File: src/rtl/bist_pkg.sv
// Shared types and constant helpers for the BIST session controller: FSM states,
// maximal-length tap masks for the LFSRs and MISR, and the result-folding function.
package bist_pkg;

   typedef enum logic [2:0] {
      ST_IDLE  = 3'd0,
      ST_CLEAR = 3'd1,
      ST_RUN   = 3'd2,
      ST_CMP   = 3'd3,
      ST_DONE  = 3'd4
   } state_e;

   // Fibonacci shift-left taps; feedback into bit 0 is the XOR of the masked bits.
   function automatic logic [15:0] lfsr_taps(input int w);
      case (w)
         4:       return 16'h0009;
         5:       return 16'h0012;
         6:       return 16'h0021;
         7:       return 16'h0041;
         8:       return 16'h008E;
         9:       return 16'h0108;
         10:      return 16'h0204;
         11:      return 16'h0402;
         12:      return 16'h0829;
         13:      return 16'h100D;
         14:      return 16'h2015;
         15:      return 16'h6000;
         16:      return 16'hD008;
         default: return 16'h0009;
      endcase
   endfunction

   function automatic logic [15:0] sig_taps(input int w);
      case (w)
         2:       return 16'h0003;
         3:       return 16'h0006;
         default: return lfsr_taps(w);
      endcase
   endfunction

   // Zero-extend the low in_w bits of data to a multiple of sig_w and XOR the chunks.
   function automatic logic [15:0] fold(input logic [63:0] data, input int in_w, input int sig_w);
      logic [15:0] acc;
      int          pos;
      acc = '0;
      pos = 0;
      for (int i = 0; i < 64; i++) begin
         if (i < in_w) begin
            acc[pos[3:0]] ^= data[i];
            pos = (pos == sig_w - 1) ? 0 : pos + 1;
         end
      end
      return acc;
   endfunction

endpackage

File: src/rtl/bist_misr.sv
// Multiple-input signature register: shifts in its own feedback and XORs in the
// folded DUT result each enabled cycle; synchronous clear has priority over enable.
module bist_misr
   import bist_pkg::*;
#(
   parameter int unsigned SIG_W = 4,
   parameter int unsigned IN_W  = 7
) (
   input  logic             clk,
   input  logic             rst,
   input  logic             clr_i,
   input  logic             en_i,
   input  logic [IN_W-1:0]  data_i,
   output logic [SIG_W-1:0] sig_o
);

   localparam logic [SIG_W-1:0] TAP_SIG = SIG_W'(sig_taps(SIG_W));

   logic [SIG_W-1:0] sig_q, sig_d;

   always_comb begin
      sig_d = sig_q;
      if (clr_i) begin
         sig_d = '0;
      end else if (en_i) begin
         sig_d = {sig_q[SIG_W-2:0], ^(sig_q & TAP_SIG)} ^ SIG_W'(fold(64'(data_i), IN_W, SIG_W));
      end
   end

   always_ff @(posedge clk) begin
      if (rst) sig_q <= '0;
      else     sig_q <= sig_d;
   end

   assign sig_o = sig_q;

endmodule

File: src/rtl/bist_session_ctrl.sv
// Multi-session BIST controller: two LFSR pattern generators, MISR compaction and a
// golden-signature table with learn/check modes. Diagnostics exist only with BIST_DIAG_EN.
module bist_session_ctrl
   import bist_pkg::*;
#(
   parameter int unsigned WIDTH  = 6,
   parameter int unsigned SIG_W  = 4,
   parameter int unsigned N_PAT  = 16,
   parameter int unsigned N_SESS = 14,
   parameter int unsigned SEED_A = 1,
   parameter int unsigned SEED_B = 'h2A,
   localparam int unsigned SESS_W = $clog2(N_SESS)
) (
   input  logic              clk,
   input  logic              rst,
   input  logic              start,
   input  logic              learn,
   input  logic [WIDTH:0]    dut_sum,
   output logic [WIDTH-1:0]  tpg_a,
   output logic [WIDTH-1:0]  tpg_b,
   output logic              tpg_cin,
   output logic              busy,
   output logic              done,
   output logic              pass,
   output logic [SESS_W-1:0] sess,
   output logic [SIG_W-1:0]  sig
`ifdef BIST_DIAG_EN
   ,
   output logic [SESS_W-1:0] fail_sess,
   output logic [SIG_W-1:0]  fail_sig,
   output logic              fail_any
`endif
);

   localparam int unsigned       CNT_W      = (N_PAT > 1) ? $clog2(N_PAT) : 1;
   localparam logic [CNT_W-1:0]  CNT_LAST   = CNT_W'(N_PAT - 1);
   localparam logic [SESS_W-1:0] SESS_LAST  = SESS_W'(N_SESS - 1);
   localparam logic [WIDTH-1:0]  TAP_W      = WIDTH'(lfsr_taps(WIDTH));
   localparam logic [WIDTH-1:0]  SEED_A_RAW = WIDTH'(SEED_A);
   localparam logic [WIDTH-1:0]  SEED_B_RAW = WIDTH'(SEED_B);
   localparam logic [WIDTH-1:0]  SEED_A_EFF = (SEED_A_RAW == '0) ? '1 : SEED_A_RAW;
   localparam logic [WIDTH-1:0]  SEED_B_EFF = (SEED_B_RAW == '0) ? '1 : SEED_B_RAW;

   state_e              state_q, state_d;
   logic                mode_q, mode_d;
   logic [CNT_W-1:0]    cnt_q, cnt_d;
   logic [WIDTH-1:0]    lfsr_a_q, lfsr_a_d;
   logic [WIDTH-1:0]    lfsr_b_q, lfsr_b_d;
   logic                pass_q, pass_d;
   logic [SESS_W-1:0]   sess_q, sess_d;
   logic [N_SESS-1:0]   vld_q, vld_d;
   logic [SIG_W-1:0]    mem_q [N_SESS];
   logic                mem_we, misr_clr, misr_en, pass_ok;
   logic [SIG_W-1:0]    misr_sig;
`ifdef BIST_DIAG_EN
   logic [SESS_W-1:0]   fail_sess_q, fail_sess_d;
   logic [SIG_W-1:0]    fail_sig_q, fail_sig_d;
   logic                fail_any_q, fail_any_d;
`endif

   bist_misr #(.SIG_W(SIG_W), .IN_W(WIDTH + 1)) u_misr (
      .clk    (clk),
      .rst    (rst),
      .clr_i  (misr_clr),
      .en_i   (misr_en),
      .data_i (dut_sum),
      .sig_o  (misr_sig)
   );

   assign pass_ok = vld_q[sess_q] && (misr_sig == mem_q[sess_q]);

   always_comb begin
      // NOTE: every next-state value defaults to its current value first, so no branch infers a latch.
      state_d  = state_q;
      mode_d   = mode_q;
      cnt_d    = cnt_q;
      lfsr_a_d = lfsr_a_q;
      lfsr_b_d = lfsr_b_q;
      pass_d   = pass_q;
      sess_d   = sess_q;
      vld_d    = vld_q;
      mem_we   = 1'b0;
      misr_clr = 1'b0;
      misr_en  = 1'b0;
`ifdef BIST_DIAG_EN
      fail_sess_d = fail_sess_q;
      fail_sig_d  = fail_sig_q;
      fail_any_d  = fail_any_q;
`endif
      case (state_q)
         ST_IDLE: begin
            if (start) begin
               mode_d  = learn;
               state_d = ST_CLEAR;
            end
         end
         ST_CLEAR: begin
            misr_clr = 1'b1;
            cnt_d    = '0;
            state_d  = ST_RUN;
         end
         ST_RUN: begin
            misr_en  = 1'b1;
            lfsr_a_d = {lfsr_a_q[WIDTH-2:0], ^(lfsr_a_q & TAP_W)};
            lfsr_b_d = {lfsr_b_q[WIDTH-2:0], ^(lfsr_b_q & TAP_W)};
            cnt_d    = cnt_q + CNT_W'(1);
            if (cnt_q == CNT_LAST) state_d = ST_CMP;
         end
         ST_CMP: begin
            if (mode_q) begin
               mem_we        = 1'b1;
               vld_d[sess_q] = 1'b1;
               pass_d        = 1'b0;
            end else begin
               pass_d = pass_ok;
`ifdef BIST_DIAG_EN
               if (!pass_ok && !fail_any_q) begin
                  fail_sess_d = sess_q;
                  fail_sig_d  = misr_sig;
               end
               fail_any_d = fail_any_q | ~pass_ok;
`endif
            end
            state_d = ST_DONE;
         end
         ST_DONE: begin
            sess_d  = (sess_q == SESS_LAST) ? '0 : sess_q + SESS_W'(1);
            state_d = ST_IDLE;
         end
         default: state_d = ST_IDLE;
      endcase
   end

   // NOTE: sequential state is updated with <= only; the combinational block above uses =.
   always_ff @(posedge clk) begin
      if (rst) begin
         state_q  <= ST_IDLE;
         mode_q   <= 1'b0;
         cnt_q    <= '0;
         lfsr_a_q <= SEED_A_EFF;
         lfsr_b_q <= SEED_B_EFF;
         pass_q   <= 1'b0;
         sess_q   <= '0;
         vld_q    <= '0;
      end else begin
         state_q  <= state_d;
         mode_q   <= mode_d;
         cnt_q    <= cnt_d;
         lfsr_a_q <= lfsr_a_d;
         lfsr_b_q <= lfsr_b_d;
         pass_q   <= pass_d;
         sess_q   <= sess_d;
         vld_q    <= vld_d;
      end
   end

   // NOTE: the golden table has no reset; vld_q alone decides whether an entry is meaningful.
   always_ff @(posedge clk) begin
      if (mem_we) mem_q[sess_q] <= misr_sig;
   end

`ifdef BIST_DIAG_EN
   always_ff @(posedge clk) begin
      if (rst) begin
         fail_sess_q <= '0;
         fail_sig_q  <= '0;
         fail_any_q  <= 1'b0;
      end else begin
         fail_sess_q <= fail_sess_d;
         fail_sig_q  <= fail_sig_d;
         fail_any_q  <= fail_any_d;
      end
   end

   assign fail_sess = fail_sess_q;
   assign fail_sig  = fail_sig_q;
   assign fail_any  = fail_any_q;
`endif

   assign tpg_a   = lfsr_a_q;
   assign tpg_b   = lfsr_b_q;
   assign tpg_cin = lfsr_a_q[WIDTH-1] ^ lfsr_b_q[0];
   assign busy    = (state_q == ST_CLEAR) || (state_q == ST_RUN) || (state_q == ST_CMP);
   assign done    = (state_q == ST_DONE);
   assign pass    = pass_q;
   assign sess    = sess_q;
   assign sig     = misr_sig;

endmodule

File: config.mk
export PLATFORM = sky130hd
export DESIGN_NAME = bist_session_ctrl
export DESIGN_NICKNAME = d
export VERILOG_FILES = /design/src/rtl/bist_pkg.sv /design/src/rtl/bist_misr.sv /design/src/rtl/bist_session_ctrl.sv
export SDC_FILE = /design/constraint.sdc
export NUM_CORES = 1
export LEC_CHECK = 0
export CAP_MARGIN = 25
export CORE_MARGIN = 5
export CORE_UTILIZATION = 50
export CTS_CLUSTER_DIAMETER = 80
export CTS_CLUSTER_SIZE = 40
export DETAILED_ROUTE_END_ITERATION = 12
export PLACE_DENSITY = 0.7
export SLEW_MARGIN = 20
export SYNTH_ARGS = -nofsm -noshare
export SYNTH_HDL_FRONTEND = slang
export SYNTH_SLANG_ARGS = --single-unit
File: constraint.sdc
create_clock -name clk -period 2 [get_ports clk]
set_clock_uncertainty 0.15 [all_clocks]
set_input_delay 0.3 -clock clk [delete_from_list [all_inputs] [get_ports clk]]
set_output_delay 0.3 -clock clk [all_outputs]
set_load 0.01 [all_outputs]
==> flow_summary.toml <==
[outcome]
status = "complete, no violations"

[yosys]
syn_area_um2 = 4210
synthFlopType = "edfxtp_1"
synth_edf_count = 56
synthMostInstantiatedCell = "edfxtp_1"
yosysTopAreaCell = "edfxtp_1"
synthTopCellsByCount = "edfxtp_1, dfxtp_1, nand2_1"
synthCells = 342
async_reset_ff_frac = 0
synth_xor_area_frac = 0.0354
synth.mux.area_fraction = 0.115
syn_avg_cell_area_um2 = 12.3
ys_top_cells_by_area = "edfxtp_1, dfxtp_1, mux4_1"
yosysWarnings = 0
ys_ff_latch = 103
syn_nets = 354
synth_fa_ha_area_frac = 0.00297
synth_compound_area_frac = 0.0710
synth_top_family_by_area = "simple AND/OR/NAND/NOR gates"
yosys.area_share.simple = 0.126
yosys.cell_types.count = 39
yosysTopAreaCellShare = 0.399
seq_area_frac_synth = 0.623

[worst_setup_path]
path_cells = "mux2_2 -> mux4_2 -> mux2i_2 -> xor2_1 -> nand4_1 -> o21ai_1"
critPathArrivalTime_ns = 2.13
critPathTopFamily = "multiplexers"
crit_buf_inv = 0
worst_path_largest_cell_delay_ns = 0.47
endpoint_kind = "register"
required_ns = 2.15
crit_type = "reg2reg"
cp_slowest_cell = "mux4_2"
path_max_fanout = 5
startpoint_type = "register"

[global_route]
gr-total-overflow = 0
grt_max_degree = 23
grt_use_total = 0.179
grt_pass1_wl_mm = 14.0
grt_pass1_vias = 2757
antenna_found_initial = 0

[worst_hold_path]
hold_class = "reg2reg"

[drt]
num_vias = 2758
drc = 0
wl_mm = 8.60
drt.antenna.violating_nets = 0
dr.pass1.iters = 4
avgViaCountPerCell = 5.38
wl_per_cell_um = 16.8
first_iter_violations = 169

[clock_network]
cts.sinks = 103
htreeDepth = 3
clk_pin_slew_ns = 0.10
clock_latency_ns = 0.36
clock_path_buffers = 2
cts_root_buffer = "clkbuf_8"
cts_made_buffers = 9
cts_tree = "done"

[floorplan]
initial_core_util = 0.513
boundaryPins = 35
rows = 33
die-area_um2 = 10400
core_area_um2 = 8220
die_h_um = 102
die_w_um = 102

[sta]
setup-violations-final = 0
fmax_mhz = 506
rsz0062_at_grt = "true"
post-route-min-period_ns = 1.97
tightest_slew_ns = 0.400
fin_crit_sh = 0.987
slew_headroom = 0.730
setup-tns-final_ns = 0
slew_violations = 0
timing.final.hold_violations = 0
setup_slack_ns = 0.0253

[placed_design]
pre_cts_ws_ns = -0.102
portBuffers = 34
place_congestion = 0.874
dp_hpwl_mm = 6.28

[power]
vdd_drop_max_mv = 0.451
powerDensity_nw_per_um2 = 772
p_leak_nw = 1.81

[cells_and_area]
area_delta_synth_final_pct = 20.9
nets = 415
insertedDiodeCount = 0
drive_gt1_frac = 0.218

[run]
maxCapViolCount = 0
-- worst paths after layout --
| path | startpoint | slack, ns | end | cells past startpoint |
|---|---|---|---|---|
| worst max-delay path | register | 0.03 | pass | 6 |
| worst min-delay path | vld_q[6] | 0.32 | vld_q[6] | 2 |
| worst max register to register | register | 0.03 | pass | 6 |
| worst min register to register | vld_q[6] | 0.32 | vld_q[6] | 2 |
-- logic make-up after synthesis --
kind of cell,count (synthesis)
flip-flops,103
adder cells (fa/ha/maj),1
multiplexers,29
AO/OA/AOI/OAI,49
AND/OR/NAND/NOR,119
XOR/XNOR,17
buffers and inverters,24
-- area by class of cell --
cell class	count	area, µm²
multi-input combinational	215	1480
fill	647	3120
inverter	4	15.0
clock inverter	7	87.6
sequential	103	2640
tap	105	131
timing repair buffer	70	612
clock buffer	9	124
-- state kept, by name (all words and copies together), names as in the netlist, named ones only --
register and cells:
tpg_b 6, mem_q 56, state_q 3, pass 1
tpg_a 6, u_misr.sig_o 4, mode_q 1, vld_q 14
sess 4, cnt_q 4
-- layout by cell type, fill, tap and decap left out, drive strengths merged, types with 10 or more instances in the layout --
cell type      instances
nor3                  10
buf                   36
clkdlybuf4s50         32
nor2                  41
xnor2                 10
dfxtp                 47
o21ai                 10
nand2                 42
a21oi                 24
mux4                  13
edfxtp                56
mux2i                 10
-- stage by stage --
step	instances	power (mW)	util	area (µm²)	hold slack (ns)
floorplan	342	2.48	-	4220	0.285
global placement	497	2.61	0.592	4860	0.296
detailed placement	497	2.61	0.592	4860	0.308
CTS	513	3.96	0.619	5080	0.328
global route	513	4.09	0.620	5090	0.355
finish	513	3.93	0.620	5090	0.324
-- per-layer routing --
metal  vias to the layer above  wire [µm]  global-route usage
li1                       1345          -                   -
met1                      1354       4010               0.246
met2                        52       4210               0.289
met5                         -          0                   0
met3                         7        289              0.0372
met4                         0         91              0.0491
-- worst reg2reg max path: cells and delay by family (launching register included) --
kind / cells / cell delay, ns
mux: 3 / 0.98
compound gates: 1 / 0.13
flops: 1 / 0.39
xor+xnor: 1 / 0.16
simple gates: 1 / 0.10
-- report_power, final --
| part | leakage (nW) | switching, mW | total, mW | internal (mW) |
|---|---|---|---|---|
| clock network | 0.109 | 0.763 | 1.38 | 0.612 |
| registers | 0.905 | 0.0279 | 2.28 | 2.25 |
| logic | 0.800 | 0.144 | 0.279 | 0.135 |
-- repair_timing --
action,CTS,global route
pin swaps,0,3
buffers inserted,0,0
hold buffers,0,0
gates resized for setup,9,18
setup endpoints to repair,4,7
(Power assumes the default switching activity.)
==> variant 1: new RTL, config.mk and constraints unchanged <==
`N_PAT`: 16 -> 32.
--- a/src/rtl/bist_session_ctrl.sv
+++ b/src/rtl/bist_session_ctrl.sv
@@ -7,3 +7,3 @@
    parameter int unsigned SIG_W  = 4,
-   parameter int unsigned N_PAT  = 16,
+   parameter int unsigned N_PAT  = 32,
    parameter int unsigned N_SESS = 14,
Check against the original RTL: no difference found for any inputs over 10 cycles, from zero or initial values and one cycle with rst high; that may be too few to reach the edited logic, so the function may still have changed.
==> variant 1 against the original RTL <==
- the run now ends with negative setup slack left
- area after synthesis about the same
- sequential share of layout area decreased by 1.5 points
- largest cell class unchanged
- sequential cell count is 1 higher
- wire length up 3.6%
- worst setup slack worse by 0.38 ns
- final area rose by 3.3%
- worst hold slack better by 0.0023 ns
- total power shrank 2.8%
- via count increased by 2.6%
==> variant 1: results (changes against the original RTL) <==
* Vias in the first global route at 2902 (+5.3%)
* 1st-iter DRT viols at 140 (-17%)
* CTS H-Tree Depth at 3 (unchanged)
* Post-synth top cells: edfxtp_1, nor2_1, dfxtp_1
* Vias at 2830 (+2.6%)
* Gpl congestion at 0.8830 (+1.1%)
* Global-route wire length before repair at 14.43 mm (+3.3%)
* Status: finished, violations left
* WHS Endpoint: tpg_a[2]$_SDFFE_PP0P_
* Register area share after synthesis at 62.80% (+0.53 points)
* Worst Hold Launch: tpg_a[1]$_SDFFE_PP0P_
* Arrival @ worst endpoint at 2.49 ns (+0.36 ns)
* Slowest Stage Delay on Critical Path at 0.49 ns (+0.02 ns)
* Post-synth EDFFs at 56 (unchanged)
* CTS buffer count at 9 (unchanged)
* Fin worst setup slack at -0.3530 ns (-0.3783 ns)
* Worst reg2reg path depth at 5 (-1)
* Setup total negative slack at -0.4240 ns (-0.4240 ns)
* Post-DP HPWL at 6.388 mm (+1.8%)
* Failing checks: negative setup slack
* Insertion delay to the later sink of the worst-skew pair at 0.36 ns (about the same)
* Critical path's slowest cell: mux4_2
* Worst r2r dst: pass$_SDFFE_PP0P_
* Placed inst area at 0.005015 mm^2 (+3.2%)
* Syn Nets at 353 (-0.28%)
* Critical path type: reg -> reg
* Wire per inst at 16.89 um (+0.81%)
* GRT Total Usage at 18.59% (+0.71 points)
* Final number of setup-violating endpoints at 5 (+5)
* Crit-path max FO at 4 (-1)
* Final Critical Period at 2.353 ns (+0.3783 ns)
* Fraction of layout cells with a size suffix above 1 at 25.59% (+3.8 points)
* Largest net degree at the start of global routing at 41 (+78%)
* Top post-synthesis cells by area: edfxtp_1, dfxtp_1, mux4_2, nor2_1, nand2_1
* Max Slew Vio Count at 0 (unchanged)
* Maximum VDD drop at 0.0004194 V (-6.9%)
* Synth unique cells at 38 (-2.6%)
* Diodes inserted at 0 (unchanged)
* NumNets Final at 430 (+3.6%)
* Worst Max-Slew Pin Slew at 0.4593 ns (+0.05905 ns)
* P_leak at 0.001885 uW (+3.9%)
==> variant 1: cell type report <==
class                   count  area [um^2]
fillers                   640         2953
flip-flops and latches    104         2655
multi-input cells         215         1530
repair buffers             83        744.5
well taps                 105        131.4
clock buffers               9        123.9
clock inverters             7        63.81
inverters                   4        15.01
==> variant 1: repair_timing <==
| action | CTS | global route |
|---|---|---|
| pin swaps | 2 | 4 |
| setup endpoints to repair | 24 | 55 |
| hold endpoints to repair | 0 | 0 |
| buffers inserted | 1 | 1 |
| gates resized for setup | 14 | 13 |
==> variant 1: power breakdown <==
part | leakage (uW) | switching (uW) | internal (uW)
logic | 0.000878 | 152 | 141
clock network | 0.0000950 | 749 | 477
registers | 0.000913 | 28.8 | 2280
==> variant 1: logic make-up after synthesis <==
| logic type | count (synthesis) | synth area share, % |
|---|---|---|
| AO/OA/AOI/OAI | 45 | 6.512 |
| XOR/XNOR | 17 | 3.538 |
| adder cells (fa/ha/maj) | 2 | 0.5946 |
| buffers and inverters | 21 | 2.052 |
| flip-flops | 104 | 62.80 |
| multiplexers | 29 | 11.66 |
| AND/OR/NAND/NOR | 122 | 12.85 |
==> variant 1: through the flow <==
step	total power, uW	utilization [%]	setup slack, ns	hold WS [ns]	cells
6_report	3824	64.06	-0.3530	0.3267	527
5_1_grt	3981	64.06	-0.4483	0.3545	527
3_3_place_gp	2642	61.03	-0.3539	0.2962	509
4_1_cts	3858	63.59	-0.3841	0.3301	526
2_1_floorplan	2499	-	-0.3540	0.2356	340
3_5_place_dp	2647	61.03	-0.4458	0.3119	509
==> variant 1: routing by layer <==
metal  part of all wire (%)  GRT usage (%)  vias up
li1                       -              -     1375
met1                     43          23.93     1384
met2                     50          30.84       63
met3                    5.6          5.510        8
met4                    1.2          4.908        0
met5                      0              0        -
==> variant 2: new RTL, config.mk and constraints unchanged <==
Made on the original files. Encoding of `state_e`: now one-hot (5 bits for 5 states).
--- a/src/rtl/bist_pkg.sv
+++ b/src/rtl/bist_pkg.sv
@@ -4,8 +4,8 @@
 
-   typedef enum logic [2:0] {
-      ST_IDLE  = 3'd0,
-      ST_CLEAR = 3'd1,
-      ST_RUN   = 3'd2,
-      ST_CMP   = 3'd3,
-      ST_DONE  = 3'd4
+   typedef enum logic [4:0] {
+      ST_IDLE  = 5'b00001,
+      ST_CLEAR = 5'b00010,
+      ST_RUN   = 5'b00100,
+      ST_CMP   = 5'b01000,
+      ST_DONE  = 5'b10000
    } state_e;
Behaviour: same outputs for any inputs over 10 cycles, from zero or initial values and one cycle with rst high; not proved beyond that.
==> variant 2 against the original RTL <==
- the run now ends with negative setup slack left
- sequential cell count grew 2
- worst hold slack gained 0.0033 ns
- worst setup slack lost 0.47 ns
- wire length grew 4.2%
- highest routed layer unchanged
- total power shrank 4.6%
- final area grew 8.1%
- critical path depth shrank 1
- area after synthesis grew 2.2%
==> variant 2: results (changes against the original RTL) <==
* Status: finished, violations left
* Failing checks: negative setup slack
* Global-route wire length before repair at 14.56 mm (+4.1%)
* Worst reg2reg path depth at 5 (-1)
* Non-clk buf share at 14.52% (+2.5 points)
* WL met2 at 4.509 mm (+7.2%)
* NumNets Final at 435 (+4.8%)
* Non-Clock Inverter Count at 2 (-2)
* Arrival @ worst endpoint at 2.36 ns (+0.23 ns)
* Fraction of layout cells with a size suffix above 1 at 30.61% (+8.8 points)
* Comb pwr share at 3.9% (-3.2 points)
* Maximum VDD drop at 0.0003397 V (-25%)
* Max_slew headroom at 73.13% (+0.094 points)
* Seq/total area at 48.64% (-3.3 points)
* Post-synth top cells: edfxtp_1, dfxtp_1, nor2_1
* Met2 Usage GRT at 30.29% (+1.4 points)
* Routed WL at 8.953 mm (+4.2%)
* Multi-input combinational area share at 30.51% (+1.4 points)
* Setup total negative slack at -25.43 ns (-25.43 ns)
* P_leak at 0.001926 uW (+6.2%)
* Register area share after synthesis at 61.84% (-0.43 points)
* Synthesis-to-layout area growth at 27.93%
* Fillers at 612 (-5.4%)
* Pre-CTS WS at -0.5377 ns (-0.4353 ns)
* Top post-synthesis cells by area: edfxtp_1, dfxtp_1, mux4_2, nor2_1, mux4_1
* Fin worst setup slack at -0.4469 ns (-0.4722 ns)
* Post-DP HPWL at 6.190 mm (-1.4%)
* Multi-Input Combinational at 216 (+0.47%)
* Clock power share at 35.9% (+0.9 points)
* Gpl congestion at 0.8350 (-4.4%)
* Initial Util at 51.88% (+0.62 points)
* Placed Instances at 509 (+2.4%)
* Switching Share at 21.15% (-2.6 points)
* Non-clock buffers at 89 (+27%)
* Synth unique cells at 45 (+15%)
* M1 WL at 3.912 mm (-2.3%)
* Worst Setup EP: mem_q[1][2]$_DFFE_PP_
* Final number of setup-violating endpoints at 73 (+73)
* Post-Syn Area at 0.004305 mm^2 (+2.2%)
* GRT Total Usage at 18.36% (+0.49 points)
* Combinational logic power at 146 uW (-48%)
* Met3 wire len at 350 um (+21%)
* Synth Register Bits at 105 (+1.9%)
-- variant 2: how the worst min path moves through the flow --
| stage | from | endpoint | slack, ns | cells after the start |
|---|---|---|---|---|
| 2_1_floorplan | vld_q[2]$_SDFFE_PP0P_ | vld_q[2]$_SDFFE_PP0P_ | 0.28 | 2 |
| 3_3_place_gp | vld_q[3]$_SDFFE_PP0P_ | vld_q[3]$_SDFFE_PP0P_ | 0.30 | 2 |
| 3_5_place_dp | vld_q[7]$_SDFFE_PP0P_ | vld_q[7]$_SDFFE_PP0P_ | 0.31 | 2 |
| 4_1_cts | tpg_a[1]$_SDFFE_PP0P_ | tpg_a[2]$_SDFFE_PP0P_ | 0.33 | 2 |
| 5_1_grt | cnt_q[3]$_SDFFE_PP0P_ | cnt_q[3]$_SDFFE_PP0P_ | 0.36 | 1 |
| 6_report | tpg_a[1]$_SDFFE_PP0P_ | tpg_a[2]$_SDFFE_PP0P_ | 0.33 | 2 |
-- variant 2: worst max-delay path: stages, from the launching register on --
cell and delay [ns]:
dfxtp_2 0.33, or3_4 0.38, or3b_4 0.40, or2_4 0.26
or3_4 0.39, nor2_2 0.23
-- variant 2: timing repair --
item	4_1_cts	5_1_grt
setup endpoints to repair	77	81
hold buffers	0	0
resized for setup	39	26
pin swaps	9	6
cloned	0	0
buffers inserted	9	1
-- variant 2: cell families (layout without fill, tap and decap cells) --
logic type / Yosys count / after routing / synth area share (%)
AOI/OAI and AO/OA: 45 / 45 / 6.103
xor gates and xnor gates: 16 / 16 / 3.255
adders and majority gates: 1 / 1 / 0.2906
buffers and inverters: 21 / 107 / 3.255
DFF: 105 / 105 / 61.84
muxes: 28 / 28 / 11.57
and+or+nand+nor: 126 / 126 / 13.69
